File: src/rtl/ps2_keymap.sv
// ps2_keymap
//   Converts PS/2 scan-code set 2 bytes from ps2phy into ASCII characters
//   for the core. It follows make/break, E0 extended and E1 pause prefixes,
//   keeps shift/ctrl (and optional caps lock) state, and queues decoded
//   characters in a small FIFO so the core can stall without losing keys.
//
// Parameters
//   OUT_DEPTH  output FIFO depth in characters (power of 2, >= 2)
//
// Ports
//   clk48      in   system clock, rising edge
//   rst_n      in   asynchronous active-low reset
//   sym_data   in   scan-code byte from ps2phy
//   sym_valid  in   sym_data valid
//   sym_ready  out  byte accepted when sym_valid && sym_ready (FIFO not full)
//   kb_data    out  decoded character at the FIFO head
//   kb_valid   out  FIFO not empty
//   kb_ready   in   core accepts; pop when kb_valid && kb_ready
//
// Configuration
//   PS2_KEYMAP_CAPSLOCK_EN  when defined, make of 58 toggles caps lock,
//                           which inverts the case of letters.
module ps2_keymap #(
   parameter int OUT_DEPTH = 4
) (
   input  logic       clk48,
   input  logic       rst_n,
   input  logic [7:0] sym_data,
   input  logic       sym_valid,
   output logic       sym_ready,
   output logic [7:0] kb_data,
   output logic       kb_valid,
   input  logic       kb_ready
);

   localparam int PW = $clog2(OUT_DEPTH);
   localparam logic [PW:0]   FULL_COUNT = (PW+1)'(OUT_DEPTH);
   localparam logic [PW:0]   CNT_ONE    = 1;
   localparam logic [PW-1:0] PTR_ONE    = 1;

   typedef enum logic [2:0] {
      ST_IDLE,
      ST_EXT,
      ST_BRK,
      ST_EXTBRK,
      ST_PAUSE
   } state_e;

   state_e        state_q, state_d;
   logic [2:0]    pauseCnt_q, pauseCnt_d;
   logic          lshift_q, lshift_d;
   logic          rshift_q, rshift_d;
   logic          ctrl_q, ctrl_d;
   logic          capsOn;

   logic [7:0]    fifo_q [OUT_DEPTH];
   logic [PW-1:0] wrPtr_q, rdPtr_q;
   logic [PW:0]   count_q;

   logic          accept, push, pop;
   logic [7:0]    pushData;
   logic          isLetter, glyphValid, makeValid, extValid;
   logic [4:0]    letterIdx;
   logic [7:0]    glyphLo, glyphHi, makeData, extData;

`ifdef PS2_KEYMAP_CAPSLOCK_EN
   logic caps_q, caps_d;

   // Caps lock toggle register, cleared by reset.
   always_ff @(posedge clk48 or negedge rst_n) begin
      if (!rst_n) caps_q <= 1'b0;
      else        caps_q <= caps_d;
   end

   assign capsOn = caps_q;
`else
   assign capsOn = 1'b0;
`endif

   assign sym_ready = (count_q != FULL_COUNT);
   assign kb_valid  = (count_q != '0);
   assign kb_data   = kb_valid ? fifo_q[rdPtr_q] : 8'h00;
   assign accept    = sym_valid && sym_ready;
   assign pop       = kb_valid && kb_ready;

   // Letter position in the alphabet (US set-2 layout).
   always_comb begin
      isLetter  = 1'b1;
      letterIdx = 5'd0;
      case (sym_data)
         8'h1C: letterIdx = 5'd0;   8'h32: letterIdx = 5'd1;   8'h21: letterIdx = 5'd2;
         8'h23: letterIdx = 5'd3;   8'h24: letterIdx = 5'd4;   8'h2B: letterIdx = 5'd5;
         8'h34: letterIdx = 5'd6;   8'h33: letterIdx = 5'd7;   8'h43: letterIdx = 5'd8;
         8'h3B: letterIdx = 5'd9;   8'h42: letterIdx = 5'd10;  8'h4B: letterIdx = 5'd11;
         8'h3A: letterIdx = 5'd12;  8'h31: letterIdx = 5'd13;  8'h44: letterIdx = 5'd14;
         8'h4D: letterIdx = 5'd15;  8'h15: letterIdx = 5'd16;  8'h2D: letterIdx = 5'd17;
         8'h1B: letterIdx = 5'd18;  8'h2C: letterIdx = 5'd19;  8'h3C: letterIdx = 5'd20;
         8'h2A: letterIdx = 5'd21;  8'h1D: letterIdx = 5'd22;  8'h22: letterIdx = 5'd23;
         8'h35: letterIdx = 5'd24;  8'h1A: letterIdx = 5'd25;
         default: isLetter = 1'b0;
      endcase
   end

   // Non-letter keys: unshifted/shifted glyph pairs; control keys map to the same code either way.
   always_comb begin
      glyphValid = 1'b1;
      glyphLo    = 8'h00;
      glyphHi    = 8'h00;
      case (sym_data)
         8'h16: begin glyphLo = 8'h31; glyphHi = 8'h21; end
         8'h1E: begin glyphLo = 8'h32; glyphHi = 8'h40; end
         8'h26: begin glyphLo = 8'h33; glyphHi = 8'h23; end
         8'h25: begin glyphLo = 8'h34; glyphHi = 8'h24; end
         8'h2E: begin glyphLo = 8'h35; glyphHi = 8'h25; end
         8'h36: begin glyphLo = 8'h36; glyphHi = 8'h5E; end
         8'h3D: begin glyphLo = 8'h37; glyphHi = 8'h26; end
         8'h3E: begin glyphLo = 8'h38; glyphHi = 8'h2A; end
         8'h46: begin glyphLo = 8'h39; glyphHi = 8'h28; end
         8'h45: begin glyphLo = 8'h30; glyphHi = 8'h29; end
         8'h0E: begin glyphLo = 8'h60; glyphHi = 8'h7E; end
         8'h4E: begin glyphLo = 8'h2D; glyphHi = 8'h5F; end
         8'h55: begin glyphLo = 8'h3D; glyphHi = 8'h2B; end
         8'h54: begin glyphLo = 8'h5B; glyphHi = 8'h7B; end
         8'h5B: begin glyphLo = 8'h5D; glyphHi = 8'h7D; end
         8'h5D: begin glyphLo = 8'h5C; glyphHi = 8'h7C; end
         8'h4C: begin glyphLo = 8'h3B; glyphHi = 8'h3A; end
         8'h52: begin glyphLo = 8'h27; glyphHi = 8'h22; end
         8'h41: begin glyphLo = 8'h2C; glyphHi = 8'h3C; end
         8'h49: begin glyphLo = 8'h2E; glyphHi = 8'h3E; end
         8'h4A: begin glyphLo = 8'h2F; glyphHi = 8'h3F; end
         8'h29: begin glyphLo = 8'h20; glyphHi = 8'h20; end
         8'h5A: begin glyphLo = 8'h0D; glyphHi = 8'h0D; end
         8'h66: begin glyphLo = 8'h08; glyphHi = 8'h08; end
         8'h0D: begin glyphLo = 8'h09; glyphHi = 8'h09; end
         8'h76: begin glyphLo = 8'h1B; glyphHi = 8'h1B; end
         default: glyphValid = 1'b0;
      endcase
   end

   // Character for a plain make code; ctrl overrides shift and caps for letters.
   always_comb begin
      makeValid = isLetter | glyphValid;
      makeData  = 8'h00;
      if (isLetter) begin
         if (ctrl_q)                              makeData = {3'b000, letterIdx + 5'd1};
         else if ((lshift_q | rshift_q) ^ capsOn) makeData = 8'h41 + {3'b000, letterIdx};
         else                                     makeData = 8'h61 + {3'b000, letterIdx};
      end else if (glyphValid) begin
         makeData = (lshift_q | rshift_q) ? glyphHi : glyphLo;
      end
   end

   // Extended (E0) make codes: cursor keys and keypad enter. Fake shifts are absent and push nothing.
   always_comb begin
      extValid = 1'b1;
      extData  = 8'h00;
      case (sym_data)
         8'h75:   extData = 8'h80;
         8'h72:   extData = 8'h81;
         8'h6B:   extData = 8'h82;
         8'h74:   extData = 8'h83;
         8'h5A:   extData = 8'h0D;
         default: extValid = 1'b0;
      endcase
   end

   // Decoder next state: advances only on accepted bytes, at most one push per byte.
   always_comb begin
      state_d    = state_q;
      pauseCnt_d = pauseCnt_q;
      lshift_d   = lshift_q;
      rshift_d   = rshift_q;
      ctrl_d     = ctrl_q;
`ifdef PS2_KEYMAP_CAPSLOCK_EN
      caps_d     = caps_q;
`endif
      push       = 1'b0;
      pushData   = 8'h00;
      if (accept) begin
         case (state_q)
            ST_IDLE: begin
               case (sym_data)
                  8'hE0: state_d = ST_EXT;
                  8'hF0: state_d = ST_BRK;
                  8'hE1: begin
                     state_d    = ST_PAUSE;
                     pauseCnt_d = 3'd7;
                  end
                  8'h00, 8'hAA, 8'hFA, 8'hFE, 8'hFF: ;
                  8'h12: lshift_d = 1'b1;
                  8'h59: rshift_d = 1'b1;
                  8'h14: ctrl_d   = 1'b1;
`ifdef PS2_KEYMAP_CAPSLOCK_EN
                  8'h58: caps_d   = ~caps_q;
`endif
                  default: begin
                     push     = makeValid;
                     pushData = makeData;
                  end
               endcase
            end
            ST_EXT: begin
               state_d = ST_IDLE;
               if (sym_data == 8'hF0) begin
                  state_d = ST_EXTBRK;
               end else if (sym_data == 8'h14) begin
                  ctrl_d = 1'b1;
               end else begin
                  push     = extValid;
                  pushData = extData;
               end
            end
            ST_BRK: begin
               state_d = ST_IDLE;
               case (sym_data)
                  8'h12:   lshift_d = 1'b0;
                  8'h59:   rshift_d = 1'b0;
                  8'h14:   ctrl_d   = 1'b0;
                  default: ;
               endcase
            end
            ST_EXTBRK: begin
               state_d = ST_IDLE;
               if (sym_data == 8'h14) ctrl_d = 1'b0;
            end
            ST_PAUSE: begin
               // The pause sequence is seven bytes after E1, all swallowed.
               if (pauseCnt_q == 3'd1) begin
                  state_d    = ST_IDLE;
                  pauseCnt_d = 3'd0;
               end else begin
                  pauseCnt_d = pauseCnt_q - 3'd1;
               end
            end
            default: state_d = ST_IDLE;
         endcase
      end
   end

   // Decoder state and modifier registers, cleared by the asynchronous reset.
   always_ff @(posedge clk48 or negedge rst_n) begin
      if (!rst_n) begin
         state_q    <= ST_IDLE;
         pauseCnt_q <= 3'd0;
         lshift_q   <= 1'b0;
         rshift_q   <= 1'b0;
         ctrl_q     <= 1'b0;
      end else begin
         state_q    <= state_d;
         pauseCnt_q <= pauseCnt_d;
         lshift_q   <= lshift_d;
         rshift_q   <= rshift_d;
         ctrl_q     <= ctrl_d;
      end
   end

   // Output FIFO; push only happens while not full because bytes are held off by sym_ready.
   always_ff @(posedge clk48 or negedge rst_n) begin
      if (!rst_n) begin
         for (int i = 0; i < OUT_DEPTH; i++) fifo_q[i] <= 8'h00;
         wrPtr_q <= '0;
         rdPtr_q <= '0;
         count_q <= '0;
      end else begin
         if (push) begin
            fifo_q[wrPtr_q] <= pushData;
            wrPtr_q         <= wrPtr_q + PTR_ONE;
         end
         if (pop) rdPtr_q <= rdPtr_q + PTR_ONE;
         case ({push, pop})
            2'b10:   count_q <= count_q + CNT_ONE;
            2'b01:   count_q <= count_q - CNT_ONE;
            default: ;
         endcase
      end
   end

endmodule

File: config.mk
export PLATFORM = sky130hd
export DESIGN_NAME = ps2_keymap
export DESIGN_NICKNAME = d
export VERILOG_FILES = /design/src/rtl/ps2_keymap.sv
export SDC_FILE = /design/constraint.sdc
export NUM_CORES = 1
export LEC_CHECK = 0
export ABC_AREA = 1
export CAP_MARGIN = 10
export CORE_AREA = 2 2 131 133
export DETAILED_ROUTE_END_ITERATION = 10
export DIE_AREA = 0 0 133 135
export GPL_ROUTABILITY_DRIVEN = 0
export SYNTH_ARGS = -nofsm -noshare
export SYNTH_HDL_FRONTEND = slang
export SYNTH_SLANG_ARGS = --single-unit
File: constraint.sdc
create_clock -name clk48 -period 4.4 [get_ports clk48]
set_clock_uncertainty 0.05 [all_clocks]
set_input_delay 1.1 -clock clk48 [delete_from_list [all_inputs] [get_ports clk48]]
set_output_delay 1.1 -clock clk48 [all_outputs]
set_load 0.02 [all_outputs]
==> results of run 1 <==
metrics by stage:
stage | power, mW | setup slack, ns | hold slack (ns)
floorplan | 1.09 | 1.05 | 0.394
global placement | 1.37 | 0.163 | 0.409
detailed placement | 1.37 | 0.0955 | 0.412
CTS | 1.77 | 0.399 | 0.429
global route | 1.89 | 0.0951 | 0.442
finish | 1.75 | 0.356 | 0.427
worst reg2reg max path: cells and delay by family, from the launching register on:
| kind | cells | cell delay (ns) |
|---|---|---|
| and+or+nand+nor | 8 | 1.48 |
| adders and majority gates | 2 | 0.59 |
| DFF | 1 | 0.45 |
| buffers and inverters | 3 | 0.23 |
| AOI/OAI and AO/OA | 1 | 0.17 |
power by group through the flow:
stage | clock network (mW) | logic (mW) | registers (mW)
floorplan | 0 | 0.538 | 0.552
global placement | 0 | 0.768 | 0.601
detailed placement | 0 | 0.772 | 0.602
CTS | 0.399 | 0.776 | 0.594
global route | 0.412 | 0.868 | 0.607
finish | 0.390 | 0.769 | 0.594
worst paths after layout:
kind	to	slack (ns)	cells after the start	start
max reg2reg	count_q[1]	1.35	14	state_q[2]
min in group asynchronous	fifo_q[22]	0.64	1	rst_n
max in group asynchronous	fifo_q[5]	2.88	2	rst_n
min reg2reg	fifo_q[2]	0.43	2	fifo_q[2]
max	count_q[1]	0.36	16	sym_data[5]
min	fifo_q[2]	0.43	2	fifo_q[2]
Yosys cell counts, drive strengths merged:
library cell  count  area (um^2)
a211o             1         8.76
a21oi            20          100
a22oi             2         15.0
a31oi             2         12.5
and3              1         6.26
buf               7         55.1
clkbuf            5         18.8
dfrtp            48         1200
fa                1         20.0
ha                8          100
inv              62          233
mux2i             2         20.0
nand2           208          806
nand3            36          185
nand3b            1         7.51
nand4             8         50.1
nor2            114          440
nor2b             1         6.26
nor3              9         45.0
o211ai            2         15.0
o21ai            58          290
o221ai            1         8.76
o22ai             1         6.26
o31ai             1         7.51
or2               1         6.26
xnor2             2         17.5
xor2              4         35.0
per-layer routing:
layer,global-route usage,vias to the layer above
li1,-,1977
met1,0.179,1791
met2,0.200,142
met3,0.0218,22
met4,0.0263,0
met5,0,-
kinds of logic (layout without fill, tap and decap cells):
family          count (synthesis)  after routing  share of synthesized area
mux                             2              2                    0.00539
simple gates                  379            379                      0.418
flops                          48             48                      0.323
compound gates                 88             88                      0.125
fa+ha+maj                       9              9                     0.0323
buf+inv                        74             98                     0.0825
xor+xnor                        6              6                     0.0141
flip-flops by register name, indices dropped and copies added (netlist names):
name / cells
count_q: 3
pauseCnt_q: 3
fifo_q: 32
rshift_q: 1
rdPtr_q: 2
state_q: 3
wrPtr_q: 2
lshift_q: 1
ctrl_q: 1
placed cells by master (no fill, tap or decap), types with 8 or more instances in the layout:
cell,Yosys,final
a21oi_1,20,20
clkdlybuf4s50_1,0,20
nor3_1,9,9
o21ai_1,22,22
inv_1,57,57
ha_1,8,8
nand2_1,200,200
dfrtp_1,48,48
nand4_1,8,8
nand3_1,35,35
o21ai_0,36,36
nor2_1,111,111
buf_4,3,8
cell type report:
| type | count | area, um^2 |
|---|---|---|
| clock buffers | 6 | 139 |
| inverters | 62 | 233 |
| fillers | 1851 | 12100 |
| well taps | 220 | 275 |
| repair buffers | 29 | 265 |
| flip-flops and latches | 48 | 1200 |
| clock inverters | 1 | 8.76 |
| multi-input cells | 484 | 2210 |
==> impl_metrics.ini, run 1 <==
[outcome]
status = complete, no violations

[worst_hold_path]
min_path_type = reg -> reg

[timing]
finalCriticalPeriod_ns = 4.04
max_freq_mhz = 247
setup_violations = 0
worst_slew_pin_slew_ns = 0.780
fin_crit_sh = 0.919
rsz0062_at_grt = no
hold_violations = 0
fin_setup_tns_ns = 0
drv_slew = 0
max-slew-margin-rel = 0.478

[place]
hpwl_mm = 8.30
port_buffers = 21
dp_cells = 843
placed_cell_area_mm2 = 0.00418

[critical_path]
end_kind = flop
cp_max_fo = 11
cp_cell_sequence = clkdlybuf4s50_1 > nand2_1 > nor2_1 > nand3_1 > nand3_1 > nor2_1 > nand2_1 > nor2_4 > nand2_2 > nand2_2 > nand2_4 > inv_1 > ha_1 > inv_1 > fa_1 > o21ai_0
crit_family = simple AND/OR/NAND/NOR gates
cp_num_buf_inv = 3
cp-start-kind = input port
worstSetupPathType = in -> reg
cp_slowest_stage_delay_ns = 0.63
crit_arrival_ns = 4.20
crit_slowest_cell = nor2_1
crit_required_ns = 4.56

[cts]
clock_latency_ns = 0.29
clockBufferDepth = 2
cts_num_sinks = 48
post_cts_buffers = 0
postCtsResizedCells = 0
root_buffer = clkbuf_16
cts_tree = yes
cts-buffers-inserted = 5
cts_hold_buffers = 0
path_clk_slew_ns = 0.06
htreeDepth = 2

[floorplanning]
die_x_um = 133
coreArea_mm2 = 0.0164
rows = 47
dieArea_mm2 = 0.0180
ioPinCount = 22
fp.dieH_um = 135
initial_utilization = 0.227

[global_route]
grt_pass1_vias = 3695
antenna_found_initial = 0
grtUsageTotal = 0.126
grt_start_max_net_pins = 37
grt_overflow = 0
grt_pass1_wl_mm = 18.5

[power]
pwr-share-seq = 0.339
p_per_area_mw_per_mm2 = 405
switching_power_mw = 0.721
p_int_mw = 1.03
p_comb_frac = 0.439
leakage_nw = 2.27
ir_worst_vdd_v = 0.000236
p_clk_frac = 0.222
netSwitchingFraction = 0.411

[finish]
final_util = 0.264
antennaDiodeCount = 0
fin_cells = 850
drive_gt1_frac = 0.0524
final_area_mm2 = 0.00433
syn_to_final_growth_pct = 16.5
finalNetCount = 651

[synth]
syn-mean-instance-area_um2 = 6.13
synth.distinct_cells = 36
ys_seq_area_frac = 0.323
syn_nets = 627
synth_seq_cells = 48
syn_inst = 606
syn-cell-area_mm2 = 0.00372
ys.warnings.count = 0

[routing]
viasPerCell = 4.63
drtAntennaViolNets = 0
drc = 0
drt_iter0_markers = 368
wirelength_mm = 11.0
routedWlPerCell_um = 12.9
dr_wl_met3_um = 736
vias = 3932
met1_length_mm = 5.29
dr.pass1.iters = 5
dr_wl_met2_mm = 4.82
top_layer = met4

[job]
drv_cap = 0
No activity file was read; power rests on OpenSTA's default activity.
==> run 2, diff against run 1 <==
--- a/config.mk
+++ b/config.mk
@@ -11,6 +11,8 @@
 export DETAILED_ROUTE_END_ITERATION = 10
 export DIE_AREA = 0 0 133 135
 export GPL_ROUTABILITY_DRIVEN = 0
+export HOLD_SLACK_MARGIN = 0.15
+export RECOVER_POWER = 50
 export SYNTH_ARGS = -nofsm -noshare
 export SYNTH_HDL_FRONTEND = slang
 export SYNTH_SLANG_ARGS = --single-unit
==> constraint.sdc (replaced) <==
create_clock -name clk48 -period 4 [get_ports clk48]
set_clock_uncertainty 0.05 [all_clocks]
set_input_delay 1 -clock clk48 [delete_from_list [all_inputs] [get_ports clk48]]
set_output_delay 1 -clock clk48 [all_outputs]
set_load 0.02 [all_outputs]
==> run 2 against run 1 <==
The flow now finishes with violations (capacitance limit, slew limit). Design area increased by 4.6%. Non-clock buffer count increased by 26. Die area unchanged. Total power increased by 14%. Cell count increased by 3.2%. Core utilization increased by 1.2 points. Flip-flop and latch count unchanged. Routed wire length increased by 0.78%. Count of clock-buffer cells in the layout unchanged. Via count increased by 0.36%. Critical path type unchanged. Highest routed layer unchanged.
==> impl_metrics.ini, run 2 (synthesis gave the netlist of run 1 again) <==
[outcome]
status = finished, violations left
violations = capacitance limit, slew limit

[timing]
finalCriticalPeriod_ns = 3.65
rsz0062_at_grt = no
setup_violations = 0
fin_crit_sh = 0.912
fin_setup_tns_ns = 0
max-slew-margin-rel = -0.279
drv_slew = 36
max_freq_mhz = 274
hold_violations = 0
hold_slack_ns = 0.429
worst_slew_pin_slew_ns = 1.92

[global_route]
antenna_found_initial = 0
grt_pass1_wl_mm = 19.3
grt_overflow = 0
grt_pass1_vias = 3984
grtUsageTotal = 0.131
grt_start_max_net_pins = 36

[worst_hold_path]
min_path_type = reg -> reg
hold_depth = 2
min_from = fifo_q[3]

[routing]
routedWlPerCell_um = 12.6
drtAntennaViolNets = 0
drt_iter0_markers = 298
wirelength_mm = 11.1
vias = 3946
viasPerCell = 4.50
drc = 0
dr.pass1.iters = 5

[critical_path]
cp-startpoint = sym_data[2]
cp_max_fo = 6
crit_arrival_ns = 3.78
reg2reg_from = state_q[2]
worstSetupPathType = in -> reg
crit_required_ns = 4.13
cp-start-kind = input port
r2r.worst_path.cells = 14
end_kind = flop

[floorplanning]
coreArea_mm2 = 0.0164
fp.dieH_um = 135
ioPinCount = 22
die_x_um = 133
dieArea_mm2 = 0.0180
rows = 47
initial_utilization = 0.227

[cts]
htreeDepth = 2
cts_hold_buffers = 0
clock_latency_ns = 0.29
root_buffer = clkbuf_16
clockBufferDepth = 2
cts-buffers-inserted = 5
path_clk_slew_ns = 0.07
cts_num_sinks = 48
cts_tree = yes

[finish]
final_cell_mix = nand2_1 (200), nor2_1 (109), inv_1 (57), dfrtp_1 (48)
largest_register_ffs = 32
finalNetCount = 677
drive_gt1_frac = 0.0913
syn_to_final_growth_pct = 21.9
final_util = 0.276
layout_commonest_cell = nand2_1
antennaDiodeCount = 0
fill_cells = 1844
top_register = fifo_q

[place]
hpwl_mm = 8.72
port_buffers = 21

[power]
p_per_area_mw_per_mm2 = 440
ir_worst_vdd_v = 0.000285
leakage_nw = 2.39

[job]
drv_cap = 1
## run 2: changes by cell type in the layout (fill, tap and decap cells not counted), moves of 2 or more
cell | before | now
buf_4 | 8 | 33
clkbuf_1 | 0 | 2
nor2_1 | 111 | 109
nor2_2 | 2 | 4
## run 2: critical path, stage by stage
cell and delay, ns:
clkdlybuf4s50_1 0.60, inv_1 0.10, nand2_1 0.11, nor2_1 0.13
nand2_1 0.10, nand2_1 0.06, nor2_2 0.18, nand3_1 0.15
nor2_1 0.15, nand2_2 0.07, nand2_2 0.08, nand2_4 0.04
inv_1 0.05, ha_1 0.13, inv_1 0.06, fa_1 0.37
a21oi_1 0.14, o21ai_0 0.11, xnor2_1 0.13
## run 2: final cells by class
| cell class | count | area, um^2 | area share |
|---|---|---|---|
| flip-flops and latches | 48 | 1200 | 0.265 |
| inverters | 62 | 233 | 0.0514 |
| repair buffers | 55 | 455 | 0.100 |
| clock buffers | 6 | 139 | 0.0306 |
| well taps | 220 | 275 | 0.0607 |
| multi-input cells | 484 | 2210 | 0.489 |
| clock inverters | 2 | 13.8 | 0.00304 |
## run 2: what timing repair did
| action | in CTS | in global routing |
|---|---|---|
| endpoints found under the hold margin | 0 | 0 |
| endpoints found under the setup margin | 0 | 2 |
| buffers inserted | 0 | 0 |
| resized for setup | 0 | 4 |
## run 2: worst paths after layout
path	slack (ns)	endpoint
min	0.43	fifo_q[3]
min reg2reg	0.43	fifo_q[3]
max	0.35	count_q[2]
max reg2reg	1.24	count_q[1]
max in group asynchronous	1.28	fifo_q[13]
min in group asynchronous	1.19	fifo_q[1]
## run 2: power breakdown
group / leakage, nW / switching (mW) / internal [mW]
registers: 0.634 / 0.0488 / 0.563
clock network: 0.0772 / 0.188 / 0.250
logic: 1.68 / 0.577 / 0.366
total: 2.39 / 0.814 / 1.18
## run 2: routing by layer
layer | vias to the layer above | global-route usage | part of all wire
met3 | 14 | 0.0184 | 0.057
met5 | - | 0 | 0
met1 | 1794 | 0.180 | 0.48
li1 | 2028 | - | -
met4 | 0 | 0.0388 | 0.017
met2 | 110 | 0.213 | 0.44
## run 2: through the flow
| step | setup WS [ns] | power [mW] | instance area (um^2) | instances |
|---|---|---|---|---|
| finish | 0.353 | 1.99 | 4530 | 877 |
| global route | 0.0261 | 2.16 | 4530 | 877 |
| CTS | 0.278 | 2.01 | 4530 | 877 |
| detailed placement | -0.0209 | 1.57 | 4380 | 869 |
| global placement | -0.0122 | 1.56 | 4380 | 869 |
| floorplan | 0.747 | 1.20 | 3720 | 606 |
==> run 3, diff against run 2 <==
==> constraint.sdc (replaced) <==
create_clock -name clk48 -period 3.9 [get_ports clk48]
set_clock_uncertainty 0.05 [all_clocks]
set_input_delay 0.975 -clock clk48 [delete_from_list [all_inputs] [get_ports clk48]]
set_output_delay 0.975 -clock clk48 [all_outputs]
set_load 0.02 [all_outputs]
==> run 3 against run 2 <==
The flow still finishes with violations (capacitance limit, slew limit). Count of clock-buffer cells in the layout did not move. Clock power rose by 1%. Cell count rose by 1.6%. Sequential power rose by 2%. Hold slack got worse by 0.0046 ns. Via count rose by 2.9%. Flip-flop and latch count did not move. Design area rose by 2.4%. Global-route usage fell by 0.21 points. Setup slack got worse by 0.027 ns. Critical path type unchanged. Highest routed layer unchanged.
==> impl_metrics.ini, run 3 (synthesis gave the netlist of run 1 again) <==
[power]
finalPower_mw = 2.04
p_comb_frac = 0.476
switching_power_mw = 0.828
ir_worst_vdd_v = 0.000238
p_clk_frac = 0.217
netSwitchingFraction = 0.406
pwr-share-seq = 0.307
p_per_area_mw_per_mm2 = 440
leakage_nw = 2.48
p_int_mw = 1.21

[global_route]
grt_overflow = 0
use_met3 = 0.0146
gr-usage-met2 = 0.209
antenna_found_initial = 0
grtUsageTotal = 0.129
grt_pass1_vias = 3930
grt_start_max_net_pins = 33
grt.met1_usage = 0.179
busiest_layer = met2
grt_pass1_wl_mm = 18.9

[finish]
fin_cells = 891
final_cell_mix = nand2_1 (200), nor2_1 (110), inv_1 (57), dfrtp_1 (48), buf_4 (47)
top_register = fifo_q
finalNetCount = 691
antennaDiodeCount = 0
drive_gt1_frac = 0.109
largest_register_ffs = 32
layout_commonest_cell = nand2_1
fill_cells = 1824
final_util = 0.283
syn_to_final_growth_pct = 24.8

[critical_path]
end_kind = flop
crit_family = simple AND/OR/NAND/NOR gates
cp-startpoint = sym_data[3]
r2r.worst_path.cells = 14
crit_slowest_cell = clkdlybuf4s50_1
cp_max_fo = 4
timing.rr.end = count_q[1]
cp_num_buf_inv = 4
cp_slowest_stage_delay_ns = 0.54
crit_arrival_ns = 3.70
cp-start-kind = input port
reg2reg_slack_ns = 1.10
reg2reg_from = state_q[2]
cp_cell_sequence = clkdlybuf4s50_1 > buf_4 > nor2_1 > nand2_1 > nor2_1 > nor2_1 > nand2_1 > nor2_1 > nand2_1 > nor2_1 > nand2_2 > nand2_2 > nand2_4 > inv_1 > ha_1 > inv_1 > fa_1 > a21oi_1 > o21ai_0 > xnor2_1
path_common_cell = nor2_1
crit_required_ns = 4.02
worstSetupPathType = in -> reg
critical_path_depth = 20
worstSetupEndpoint = count_q[2]

[timing]
hold_violations = 0
hold_slack_ns = 0.424
fin_crit_sh = 0.917
setup_violations = 0
finalCriticalPeriod_ns = 3.57
drv_slew = 33
rsz0062_at_grt = no
worst_slew_pin_slew_ns = 1.83
max-slew-margin-rel = -0.222
fin_setup_tns_ns = 0
max_freq_mhz = 280

[place]
hpwl_mm = 8.84
dp_cells = 883
port_buffers = 21

[routing]
drc = 0
drt_iter0_markers = 293
viasPerCell = 4.56
dr.pass1.iters = 4
routedWlPerCell_um = 12.6
drtAntennaViolNets = 0
vias = 4060
wirelength_mm = 11.2

[cts]
htreeDepth = 2
cts_num_sinks = 48
root_buffer = clkbuf_16
cts-buffers-inserted = 5
clockBufferDepth = 2
cts_tree = yes
cts_hold_buffers = 0
clock_latency_ns = 0.29
path_clk_slew_ns = 0.07

[floorplanning]
ioPinCount = 22
initial_utilization = 0.227
fp.dieH_um = 135
rows = 47
die_x_um = 133
dieArea_mm2 = 0.0180
coreArea_mm2 = 0.0164

[outcome]
status = finished, violations left
violations = capacitance limit, slew limit

[job]
drv_cap = 1

[worst_hold_path]
min_path_type = reg -> reg
==> run 3: per-stage QoR <==
step	area (um^2)	setup WS, ns
final	4640	0.326
after global routing	4640	0.000428
after CTS	4640	0.266
after detailed placement	4480	-0.0219
after global placement	4480	0.0172
after floorplan	3720	0.672
==> run 3: worst min path at each step <==
stage,to,depth (start not counted),slack [ns],start
global placement,fifo_q[2],2,0.41,fifo_q[2]
floorplan,fifo_q[28],2,0.39,fifo_q[28]
finish,fifo_q[19],2,0.42,fifo_q[19]
detailed placement,fifo_q[18],2,0.41,fifo_q[18]
CTS,fifo_q[3],2,0.43,fifo_q[3]
global route,fifo_q[22],2,0.45,fifo_q[22]
==> run 3: timing repair <==
| item | CTS | global route |
|---|---|---|
| setup buffers | 0 | 0 |
| endpoints found under the setup margin | 0 | 2 |
| gates resized for setup | 0 | 4 |
==> run 3: area by class of cell <==
cell class	instances	area, um^2	area share
clock buffer	6	139	0.0299
multi-input combinational	484	2210	0.477
sequential	48	1200	0.259
inverter	62	233	0.0502
tap	220	275	0.0593
clock inverter	2	13.8	0.00297
timing repair buffer	69	566	0.122
==> run 3: worst register-to-register path, cell delays in order (launching register included) <==
cell and delay, ns:
dfrtp_1 0.44, nor2_1 0.16, inv_1 0.07, nor2_1 0.40, nand2_1 0.15, nor2_1 0.12
nand3_1 0.07, nor2_1 0.25, nand2_2 0.11, nand2_4 0.07, inv_1 0.04, ha_1 0.18
inv_1 0.08, fa_1 0.40, o21ai_0 0.15
==> run 3: metal layers <==
metal	part of all wire	wire, um	vias to the layer above
met1	0.49	5450	1850
met5	0	0	-
met3	0.049	550	18
li1	-	-	2062
met4	0.024	272	0
met2	0.44	4910	130
==> run 3: power groups by stage <==
stage	clock network [mW]	logic, mW	registers (mW)
2_1_floorplan	0	0.607	0.623
3_3_place_gp	0	0.970	0.635
3_5_place_dp	0	0.974	0.637
4_1_cts	0.452	0.981	0.627
5_1_grt	0.472	1.10	0.637
6_report	0.443	0.971	0.626
==> variant: new RTL, flow settings as in run 2 <==
Set the parameter `OUT_DEPTH` to 8 (it was 4).
--- a/src/rtl/ps2_keymap.sv
+++ b/src/rtl/ps2_keymap.sv
@@ -21,7 +21,7 @@
 //   PS2_KEYMAP_CAPSLOCK_EN  when defined, make of 58 toggles caps lock,
 //                           which inverts the case of letters.
 module ps2_keymap #(
-   parameter int OUT_DEPTH = 4
+   parameter int OUT_DEPTH = 8
 ) (
    input  logic       clk48,
    input  logic       rst_n,
Formal check against the unedited RTL: no difference found for any inputs over 4 cycles, from zero or initial values and one cycle with rst_n low; that may be too few to reach the edited logic, so the function may still have changed.
==> variant against run 2 <==
  * The run still ends with max-capacitance violations, max-slew violations left
  * Via count grew 39%
  * Sequential cell count up 35
  * Power up 67%
  * Setup slack worse by 0.047 ns
  * Synthesized area grew 43%
  * Routed wire length increased by 41%
  * Cell area is 42% higher
  * Maximum frequency fell by 1.3%
  * Critical path type unchanged
  * Highest routed layer unchanged
==> variant: results (changes against run 2) <==
| Metric | Value |
|---|---|
| CTS HTree Levels | `3 (+1)` |
| Root Buffer | `clkbuf_16` |
| Peak supply drop | `332.9 uV (+17%)` |
| Met1 GRT Util | `0.2570 (+0.07677)` |
| Final net count | `903 (+33%)` |
| Internal Pwr Total | `1.991 mW (+69%)` |
| PortBufs | `21 (unchanged)` |
| DR WL/cell | `14.05 um (+11%)` |
| Cts bufs inserted | `9 (+4)` |
| Top cells by instance count after synthesis | `nand2_1, nor2_1, o21ai_0` |
| First-pass GRT wire length | `25.83 mm (+34%)` |
| Critical Path Fanout Max | `12 (+6)` |
| Seq/Total Area, Yosys | `0.3902 (+0.06710)` |
| Final Max Slew Viols | `84 (+130%)` |
| Reg clk slew, reported paths | `0.07 ns (about the same)` |
| Largest stage delay on the critical path | `0.51 ns (-0.09 ns)` |
| Post-CTS setup buffer count | `0 (unchanged)` |
| Routing usage on met2 | `0.2824 (+0.06908)` |
| Max clock buf depth | `2 (unchanged)` |
| Share of cells above drive strength 1 | `0.08896 (-0.002360)` |
| Syn_nets | `837 (+33%)` |
| Vias per inst | `4.958 (+10%)` |
| Largest net degree at the start of global routing | `84 (+130%)` |
| Status | `finished with violations` |
| Violations in the final reports | `max-capacitance violations, max-slew violations` |
| Clk_lat worst skew | `0.34 ns (+0.05 ns)` |
| Via Count | `5494 (+39%)` |
| Max Cap Viol | `1 (unchanged)` |
| Synth cell types | `25 (-31%)` |
| Leak Pwr | `3.184 nW (+33%)` |
| GRT Util Overall | `0.1803 (+0.04953)` |
| Syn Inst Count | `817 (+35%)` |
| Met3 Usage GRT | `0.02740 (+0.009009)` |
| Antenna cell count | `0 (unchanged)` |
| Cells after DPL | `1092 (+26%)` |
| Relative slew slack | `-0.3864 (-0.1070)` |
| Vias in the first global route | `5064 (+27%)` |
| Area contributors post-synth | `dfrtp_1, nand2_1, o21ai_0, nor2_1, inv_1` |
| Final Hold Fails | `0 (unchanged)` |
| DRT iter0 DRCs | `527 (+77%)` |
| Post-DP HPWL | `11.25 mm (+29%)` |
[variant: path summary, 6_finish.rpt]
| kind | startpoint | endpoint | slack [ns] | depth (start not counted) |
|---|---|---|---|---|
| setup / recovery | sym_data[5] | count_q[3]$_DFFE_PN0P_ | 0.31 | 20 |
| max in group asynchronous | rst_n | rdPtr_q[1]$_DFFE_PN0P_ | 1.48 | 1 |
| hold / removal | fifo_q[6]$_DFFE_PN0P_ | fifo_q[6]$_DFFE_PN0P_ | 0.42 | 2 |
| min in group asynchronous | rst_n | fifo_q[50]$_DFFE_PN0P_ | 1.21 | 1 |
| setup reg to reg | count_q[0]$_DFFE_PN0P_ | count_q[3]$_DFFE_PN0P_ | 1.41 | 15 |
| hold reg to reg | fifo_q[6]$_DFFE_PN0P_ | fifo_q[6]$_DFFE_PN0P_ | 0.42 | 2 |
[variant: cell type report]
| cell class | instances | area [um^2] |
|---|---|---|
| flip-flops and latches | 83 | 2077 |
| fillers | 1780 | 9966 |
| clock buffers | 12 | 236.5 |
| repair buffers | 76 | 630.6 |
| inverters | 64 | 240.2 |
| multi-input cells | 649 | 2930 |
| well taps | 220 | 275.3 |
| clock inverters | 4 | 51.30 |
[variant: kinds of logic (layout without fill, tap and decap cells)]
logic type / Yosys count / count (layout) / synth area share
and+or+nand+nor: 473 / 473 / 0.3540
AOI/OAI and AO/OA: 159 / 159 / 0.1596
buffers and inverters: 85 / 156 / 0.06253
DFF: 83 / 83 / 0.3902
xor gates and xnor gates: 9 / 9 / 0.01481
adders and majority gates: 8 / 8 / 0.01881
[variant: layer usage]
metal  share of wire  up-vias  routed length, um
li1                -     2798                  -
met3           0.039       24                603
met5               0        -                  0
met1            0.49     2537               7691
met2            0.45      135               7007
met4           0.017        0                265
[variant: stage by stage]
step	cell area, um^2	setup slack (ns)
6_report	6441	0.3056
5_1_grt	6441	-0.005716
4_1_cts	6426	0.1203
3_5_place_dp	6138	-0.2283
3_3_place_gp	6138	-0.1996
2_1_floorplan	5323	0.7185
[variant: critical path: cells and delay by family]
family	cells	cell delay, ns
fa+ha+maj	1	0.25
simple gates	14	1.69
compound gates	2	0.21
xor+xnor	1	0.15
buf+inv	2	0.56
[variant: power by group through the flow]
stage | Clock (mW) | Combinational, mW | Sequential, mW
floorplan | 0 | 0.923 | 1.04
global route | 0.885 | 1.62 | 1.07
finish | 0.826 | 1.44 | 1.05
global placement | 0 | 1.45 | 1.06
detailed placement | 0 | 1.45 | 1.07
CTS | 0.844 | 1.46 | 1.05
